### src/rtl/dmem_dma_pkg.sv
// Shared definitions for the data-memory DMA engine: default widths,
// controller state encodings and operation mode codes.
package dmem_dma_pkg;

    localparam int ADDR_W = 8;
    localparam int DATA_W = 16;

    typedef enum logic [2:0] {
        ST_IDLE  = 3'd0,
        ST_READ  = 3'd1,
        ST_WRITE = 3'd2,
        ST_FILL  = 3'd3,
        ST_DONE  = 3'd4
    } state_t;

    localparam logic MODE_COPY = 1'b0;
    localparam logic MODE_FILL = 1'b1;

endpackage

### src/rtl/dmem_dma.sv
// Data-memory DMA engine that sits between the CPU memory stage and a
// single-port data memory. It copies or fills a block of words one word
// at a time, stalling the CPU while it owns the memory port, and hands
// the port straight back to the CPU whenever it is idle.
module dmem_dma #(
    parameter int ADDR_W = dmem_dma_pkg::ADDR_W,
    parameter int DATA_W = dmem_dma_pkg::DATA_W
) (
    input  logic              clock,
    input  logic              reset,
    input  logic              start,
    input  logic              mode,
    input  logic [ADDR_W-1:0] src,
    input  logic [ADDR_W-1:0] dst,
    input  logic [ADDR_W-1:0] len,
    input  logic [DATA_W-1:0] fill_val,
    output logic              busy,
    output logic              done,
    output logic              stall,
    input  logic [ADDR_W-1:0] cpu_addr,
    input  logic              cpu_we,
    input  logic [DATA_W-1:0] cpu_data,
    output logic [DATA_W-1:0] cpu_q,
    output logic [ADDR_W-1:0] mem_addr,
    output logic              mem_we,
    output logic [DATA_W-1:0] mem_data,
    input  logic [DATA_W-1:0] mem_q
);
    import dmem_dma_pkg::*;

    localparam logic [ADDR_W-1:0] IDX_ONE = {{(ADDR_W-1){1'b0}}, 1'b1};

    state_t            r_state;
    state_t            w_nextState;
    logic [ADDR_W-1:0] r_src;
    logic [ADDR_W-1:0] r_dst;
    logic [ADDR_W-1:0] r_len;
    logic [ADDR_W-1:0] r_idx;
    logic [DATA_W-1:0] r_fill;
    logic [DATA_W-1:0] r_word;
    logic              r_mode;
    logic [ADDR_W-1:0] w_idxNext;
    logic              w_lastWord;
    logic              w_accept;

    // A request with a non-zero count is the only thing that loads the
    // operand registers; the last word is reached when i+1 equals len.
    assign w_idxNext  = r_idx + IDX_ONE;
    assign w_lastWord = (w_idxNext == r_len);
    assign w_accept   = (r_state == ST_IDLE) && start && (len != '0);

    // Read data always flows back to the CPU, whoever is addressing memory.
    assign cpu_q = mem_q;
    assign stall = busy;

    // Controller state register.
    always_ff @(posedge clock) begin
        if (reset) begin
            r_state <= ST_IDLE;
        end else begin
            r_state <= w_nextState;
        end
    end

    // Operand latch, word buffer and index; operands are frozen at acceptance
    // so later changes on the request inputs cannot disturb a running transfer.
    always_ff @(posedge clock) begin
        if (reset) begin
            r_src  <= '0;
            r_dst  <= '0;
            r_len  <= '0;
            r_idx  <= '0;
            r_fill <= '0;
            r_word <= '0;
            r_mode <= MODE_COPY;
        end else begin
            if (w_accept) begin
                r_src  <= src;
                r_dst  <= dst;
                r_len  <= len;
                r_fill <= fill_val;
                r_mode <= mode;
                r_idx  <= '0;
            end
            if (r_state == ST_READ) begin
                r_word <= mem_q;
            end
            if ((r_state == ST_WRITE) || (r_state == ST_FILL)) begin
                r_idx <= w_idxNext;
            end
        end
    end

    // Next-state selection; start is only looked at in IDLE.
    always_comb begin
        w_nextState = r_state;
        unique case (r_state)
            ST_IDLE: begin
                if (start) begin
                    if (len == '0) begin
                        w_nextState = ST_DONE;
                    end else if (mode == MODE_FILL) begin
                        w_nextState = ST_FILL;
                    end else begin
                        w_nextState = ST_READ;
                    end
                end
            end
            ST_READ:  w_nextState = ST_WRITE;
            ST_WRITE: w_nextState = w_lastWord ? ST_DONE : ST_READ;
            ST_FILL:  w_nextState = w_lastWord ? ST_DONE : ST_FILL;
            ST_DONE:  w_nextState = ST_IDLE;
            default:  w_nextState = ST_IDLE;
        endcase
    end

    // Status outputs and memory-port mux: the CPU owns the port in IDLE and
    // DONE, the engine owns it otherwise, and reset blocks every write.
    always_comb begin
        busy     = 1'b0;
        done     = 1'b0;
        mem_addr = cpu_addr;
        mem_we   = cpu_we;
        mem_data = cpu_data;
        unique case (r_state)
            ST_READ: begin
                busy     = 1'b1;
                mem_addr = r_src + r_idx;
                mem_we   = 1'b0;
                mem_data = r_word;
            end
            ST_WRITE, ST_FILL: begin
                busy     = 1'b1;
                mem_addr = r_dst + r_idx;
                mem_we   = 1'b1;
                mem_data = (r_mode == MODE_FILL) ? r_fill : r_word;
            end
            ST_DONE: begin
                done = 1'b1;
            end
            default: begin
                busy = 1'b0;
            end
        endcase
        if (reset) begin
            mem_we = 1'b0;
        end
    end

endmodule

### config.mk
export PLATFORM = sky130hd
export DESIGN_NAME = dmem_dma
export DESIGN_NICKNAME = d
export VERILOG_FILES = /design/src/rtl/dmem_dma_pkg.sv /design/src/rtl/dmem_dma.sv
export SDC_FILE = /design/constraint.sdc
export NUM_CORES = 1
export LEC_CHECK = 0
export ABC_AREA = 1
export BUFFER_PORTS_ARGS = -buffer_cell sky130_fd_sc_hd__buf_2
export CELL_PAD_IN_SITES_DETAIL_PLACEMENT = 0
export CELL_PAD_IN_SITES_GLOBAL_PLACEMENT = 1
export CORE_AREA = 2 2 115 117
export CTS_CLUSTER_SIZE = 8
export DETAILED_ROUTE_END_ITERATION = 7
export DIE_AREA = 0 0 117 119
export GPL_TIMING_DRIVEN = 0
export PLACE_DENSITY_LB_ADDON = 0.2
export SLEW_MARGIN = 0
export SYNTH_ARGS = -nofsm -noshare
export SYNTH_HDL_FRONTEND = slang
export SYNTH_SLANG_ARGS = --single-unit
### constraint.sdc
create_clock -name clock -period 2.5 [get_ports clock]
set_input_delay 0.5 -clock clock [delete_from_list [all_inputs] [get_ports clock]]
set_output_delay 0.5 -clock clock [all_outputs]
set_load 0.02 [all_outputs]
Word-level counts from Yosys, hierarchy flattened
Index checks and enable logic that the tools add are counted.

Flip-flop bits (word level): 68. Input port bits: 85. Output and inout bits: 44. Logic and storage cells: 41.

$add $sub $neg: 3. Equality and inequality tests: 6. Muxes and demuxes: 15. Reductions and logical operators: 9.

Operators with widths (count): $pmux W16 S2 (1); $add A8 B8 Y8 (2); $mux W16 (1); $mux W8 (2); $pmux W8 S2 (1); $mux W3 (4); $pmux W3 S4 (1); $add A8 B1 Y8 const B (1); $eq A8 B8 Y1 (1); $logic_not A8 Y1 (1); $reduce_bool A8 Y1 (1); $eq A3 B2 Y1 const B (2); $eq A3 B1 Y1 const B (1); $eq A3 B3 Y1 const B (1); $logic_not A3 Y1 (1); $mux W1 (3); $reduce_or A3 Y1 (1); $logic_and A1 B1 Y1 (2); $mux W2 (1); $ne A2 B2 Y1 const B (1); $pmux W1 S2 (1); $reduce_bool A2 Y1 (1); $reduce_or A2 Y1 (1); $logic_or A1 B1 Y1 (1).

Logic depth before layout (Yosys ltp)
Word-level depth: 5. Mapped depth: 15. Gate-level depth less buffers: 15.

Worst setup path before layout
Ideal clock, no wire load.

Path type: reg2out. Start point: register r_state[2]. End point: output mem_addr[6]. Arrival time: 2531 ps. Data required time: 2000 ps. Setup slack: -531 ps. Stages on the path, launching flop included: 16. Path buffers: 1. Cells stage by stage: dfxtp_1 inv_2 nand3_1 nand2_4 buf_1 nand2_1 nand2_1 ha_1 fa_1 nand3_1 nand3_1 nand2_1 nand2_1 a21oi_1 xor2_1 o21ai_0.

Cells in the longest elaborated chain, start to end: 3. Elaborated cells between the ends (all ways): 5. Classes of those cells: 3 x eq/ne; 1 x mux; 1 x reduce/logical.

RTL lines: start, declared (RTL line dmem_dma.sv:33) `state_t r_state;`; start signal, assigned (RTL line dmem_dma.sv:61) `r_state <= w_nextState;`; $eq A3 B2 Y1 (RTL line dmem_dma.sv:125) `unique case (r_state)`; $reduce_or A2 Y1; $pmux W8 S2 (*) (RTL line dmem_dma.sv:125); end, declared (RTL line dmem_dma.sv:24) `output logic [ADDR_W-1:0] mem_addr,`.

Every way passes the cells marked *; elsewhere a longest branch is shown, timed or not.

Worst setup path in the final report
Start point: register r_state[0]. End point: output mem_addr[6].

The elaborated chain is that of the path after synthesis.

==> impl_metrics.py <==
metrics = {
    "floorplanning": {
        "die_h_um": 119,
        "start_util_pct": 30.8,
        "rows": 42,
        "design.die.area_um2": 13900,
        "die_w_um": 117,
        "core_region_area_um2": 12900,
        "io_pins": 129,
    },
    "final_layout": {
        "fillers": 1361,
        "nets": 848,
        "drive_gt1_share_pct": 35.1,
        "multi_input_area_um2": 2370,
        "instances_no_fill": 934,
        "syn_to_final_growth_pct": 42.6,
        "n_antenna_cell": 0,
        "regArea_um2": 1370,
    },
    "sta": {
        "fmax_mhz": 329,
        "slew_headroom_pct": 62.2,
        "hold_viol": 0,
        "tightest_slew_ns": 0.567,
        "fin_ws_ns": -0.541,
        "fin_crit_ns": 3.04,
        "drv_slew": 0,
        "rsz0062_at_grt": "true",
        "fin_crit_sh_pct": 122,
        "fin_skew_ns": 0.00462,
        "tns_ns": -2.71,
        "whs_ns": 0.409,
        "setup_viol": 7,
    },
    "synthesis": {
        "ys_top_cells_by_area": "dfxtp_1, nand2_1, nor2_1",
        "synth_enable_flop_cells": 0,
        "syn_inst": 596,
        "synth_flop_cell": "dfxtp_1",
        "synth_common_cells": "nand2_1, nor2_1, dfxtp_1, o21ai_0, inv_1",
        "synth_warnings": 0,
        "async_flop_share_pct": 0,
        "netlist.area_leader.share_pct": 34.3,
        "synth_fp_nets": 691,
        "yosysTopAreaCell": "dfxtp_1",
        "synth.avg_cell_area_um2": 6.65,
        "synthDistinctLibCells": 34,
        "synth-seq-cells": 68,
        "yosysSeqAreaShare_pct": 34.3,
        "yosysMostFrequentCell": "nand2_1",
        "syn_area_um2": 3970,
    },
    "critical_path": {
        "worstPathRequired_ns": 2.00,
        "path_class": "flip-flop to output pin",
        "crit_path_end_kind": "output pin",
        "rr_endpoint": "r_state[0]$_SDFFE_PP0P_",
        "cpPeakStageDelay_ns": 0.38,
        "cp.buffers_inverters": 3,
        "path_max_fanout": 5,
        "regToRegSetupSlack_ns": 0.61,
        "cp-start-kind": "flip-flop",
        "crit_arrival_ns": 2.54,
        "path_cells": "inv_4, nand3_4, nand2_8, buf_8, nand2_4, nand2_4, ha_4, fa_2, nand3_2, nand3_2, nand2_2, nand2_2, a21oi_2, xor2_1, o21ai_2, buf_6",
        "rr_worst_depth": 10,
        "r2r_start": "r_idx[0]$_SDFFE_PP0P_",
        "slowest_stage": "dfxtp_4",
        "critPathTopFamily": "simple AND/OR/NAND/NOR gates",
    },
    "routing": {
        "drt-wirelength-per-cell_um": 14.1,
        "ant_nets": 0,
        "route.detailed.drc": 0,
        "via_count": 4294,
        "wirelength_um": 13200,
        "dr.pass1.iters": 4,
        "viasPerCell": 4.60,
        "drtIter0Drc": 148,
    },
    "worst_hold_path": {
        "hold_path.class": "input pin to flip-flop",
        "hold-path-endpoint": "r_dst[5]$_SDFFE_PP0P_",
        "hold_depth": 3,
        "hold_start": "dst[5]",
    },
    "global_routing": {
        "grt_pass1_wl_um": 21200,
        "grt_max_degree": 13,
        "grtUsageTotal_pct": 19.5,
        "grt_pass1_vias": 4349,
        "grt_overflow_total": 0,
        "antenna_found_initial": 0,
    },
    "clocking": {
        "clockRootBuffer": "clkbuf_16",
        "clockBufferDepth": 2,
        "holdBufCountCts": 0,
        "cts_buffers": 9,
        "htreeDepth": 3,
        "cts_sinks": 68,
        "clkTransAtPathRegs_ns": 0.06,
        "clk_latency_ns": 0.33,
        "cts_tree": "built",
    },
    "status": {
        "violations": "setup timing",
        "outcome": "complete, but fails checks",
    },
    "run": {
        "max_cap_violations": 0,
    },
    "place": {
        "gp_congestion": 0.800,
        "place_inst": 899,
        "io_buffer_count": 127,
        "dp_hpwl_um": 9810,
    },
    "power_and_ir_drop": {
        "ir_worst_vdd_mv": 0.342,
        "p_leak_nw": 2.65,
        "powerDensity_nw_per_um2": 791,
    },
}
==> cell usage in the layout (no fill, tap or decap), types with 4 or more instances in the layout <==
master | synthesis | final
buf_2 | 8 | 128
nand2_1 | 144 | 124
nor2_1 | 82 | 82
dfxtp_1 | 68 | 65
o21ai_0 | 55 | 50
inv_1 | 49 | 47
buf_4 | 18 | 36
a21oi_1 | 39 | 34
o21ai_1 | 25 | 27
nand3_1 | 27 | 22
nand2_2 | 5 | 18
o211ai_1 | 17 | 17
clkbuf_1 | 15 | 11
clkbuf_16 | 0 | 9
buf_6 | 1 | 8
nand2_4 | 1 | 7
ha_4 | 0 | 7
nand3_2 | 2 | 5
a21oi_2 | 0 | 5
clkbuf_2 | 0 | 4
xor2_1 | 4 | 4
o21ai_2 | 1 | 4
==> what timing repair did <==
action	in CTS	in global routing
endpoints found under the hold margin	0	0
endpoints found under the setup margin	19	22
pin swaps	26	24
gates resized for setup	56	33
setup buffers	15	5
==> registers in the layout (all words and copies together) (netlist names) <==
| register | cells |
|---|---|
| r_dst | 8 |
| r_fill | 16 |
| r_idx | 8 |
| r_len | 8 |
| r_mode | 1 |
| r_src | 8 |
| r_state | 3 |
| r_word | 16 |
==> layer usage <==
layer,up-vias,routed length [um],GRT usage (%)
met3,16,658,3.10
met2,123,6580,34.8
met4,0,188,5.22
met5,-,0,0
met1,1923,5760,24.1
li1,2232,-,-
==> kinds of logic (layout without fill, tap and decap cells) <==
group	Yosys count	after routing	share of synthesized area, %
AOI/OAI and AO/OA	138	138	18.6
xor gates and xnor gates	6	6	1.33
adders and majority gates	10	10	3.34
buffers and inverters	100	262	12.7
DFF	68	68	34.3
and+or+nand+nor	274	274	29.7
==> through the flow <==
stage	setup WS, ns	cell area [um^2]	power, mW	util, %
4_1_cts	-0.535	5530	4.45	42.9
6_report	-0.541	5650	4.47	43.9
5_1_grt	-0.678	5650	4.76	43.9
2_1_floorplan	-0.0830	4000	2.38	-
3_3_place_gp	-0.409	4860	2.87	37.7
3_5_place_dp	-0.439	4860	2.89	37.7
==> area by class of cell <==
| class | count | share of cell area (%) |
|---|---|---|
| clock inverters | 6 | 1.57 |
| clock buffers | 10 | 4.05 |
| inverters | 54 | 3.94 |
| plain buffers | 46 | 5.60 |
| multi-input cells | 428 | 41.9 |
| well taps | 176 | 3.90 |
| flip-flops and latches | 68 | 24.3 |
| repair buffers | 146 | 14.8 |
==> worst max-delay path by stage <==
| stage | cells after the start | to | start | slack [ns] |
|---|---|---|---|---|
| final | 16 | mem_addr[6] | r_state[0]$_SDFFE_PP0P_ | -0.54 |
| after global routing | 17 | mem_addr[7] | r_state[0]$_SDFFE_PP0P_ | -0.68 |
| after CTS | 16 | mem_addr[6] | r_state[2]$_SDFFE_PP0P_ | -0.53 |
| after detailed placement | 16 | mem_addr[6] | r_state[2]$_SDFFE_PP0P_ | -0.44 |
| after global placement | 16 | mem_addr[6] | r_state[2]$_SDFFE_PP0P_ | -0.41 |
| after floorplan | 15 | mem_addr[6] | r_state[0]$_SDFFE_PP0P_ | -0.08 |
==> power breakdown <==
group          internal (mW)  total, mW  switching (mW)
clock network          0.873       1.37           0.493
registers               1.25       1.36           0.103
logic                  0.674       1.75            1.07
==> worst reg2reg max path, stage by stage (launching register included) <==
cell and delay, ns:
dfxtp_1 0.52, ha_1 0.31, nand3_1 0.15, nor2_1 0.18
nand2_1 0.09, nand3_1 0.12, nand2_1 0.06, nor2_1 0.08
nand3_1 0.11, nand2_1 0.08, a21oi_1 0.06
Power figures use the tool's default switching activity.
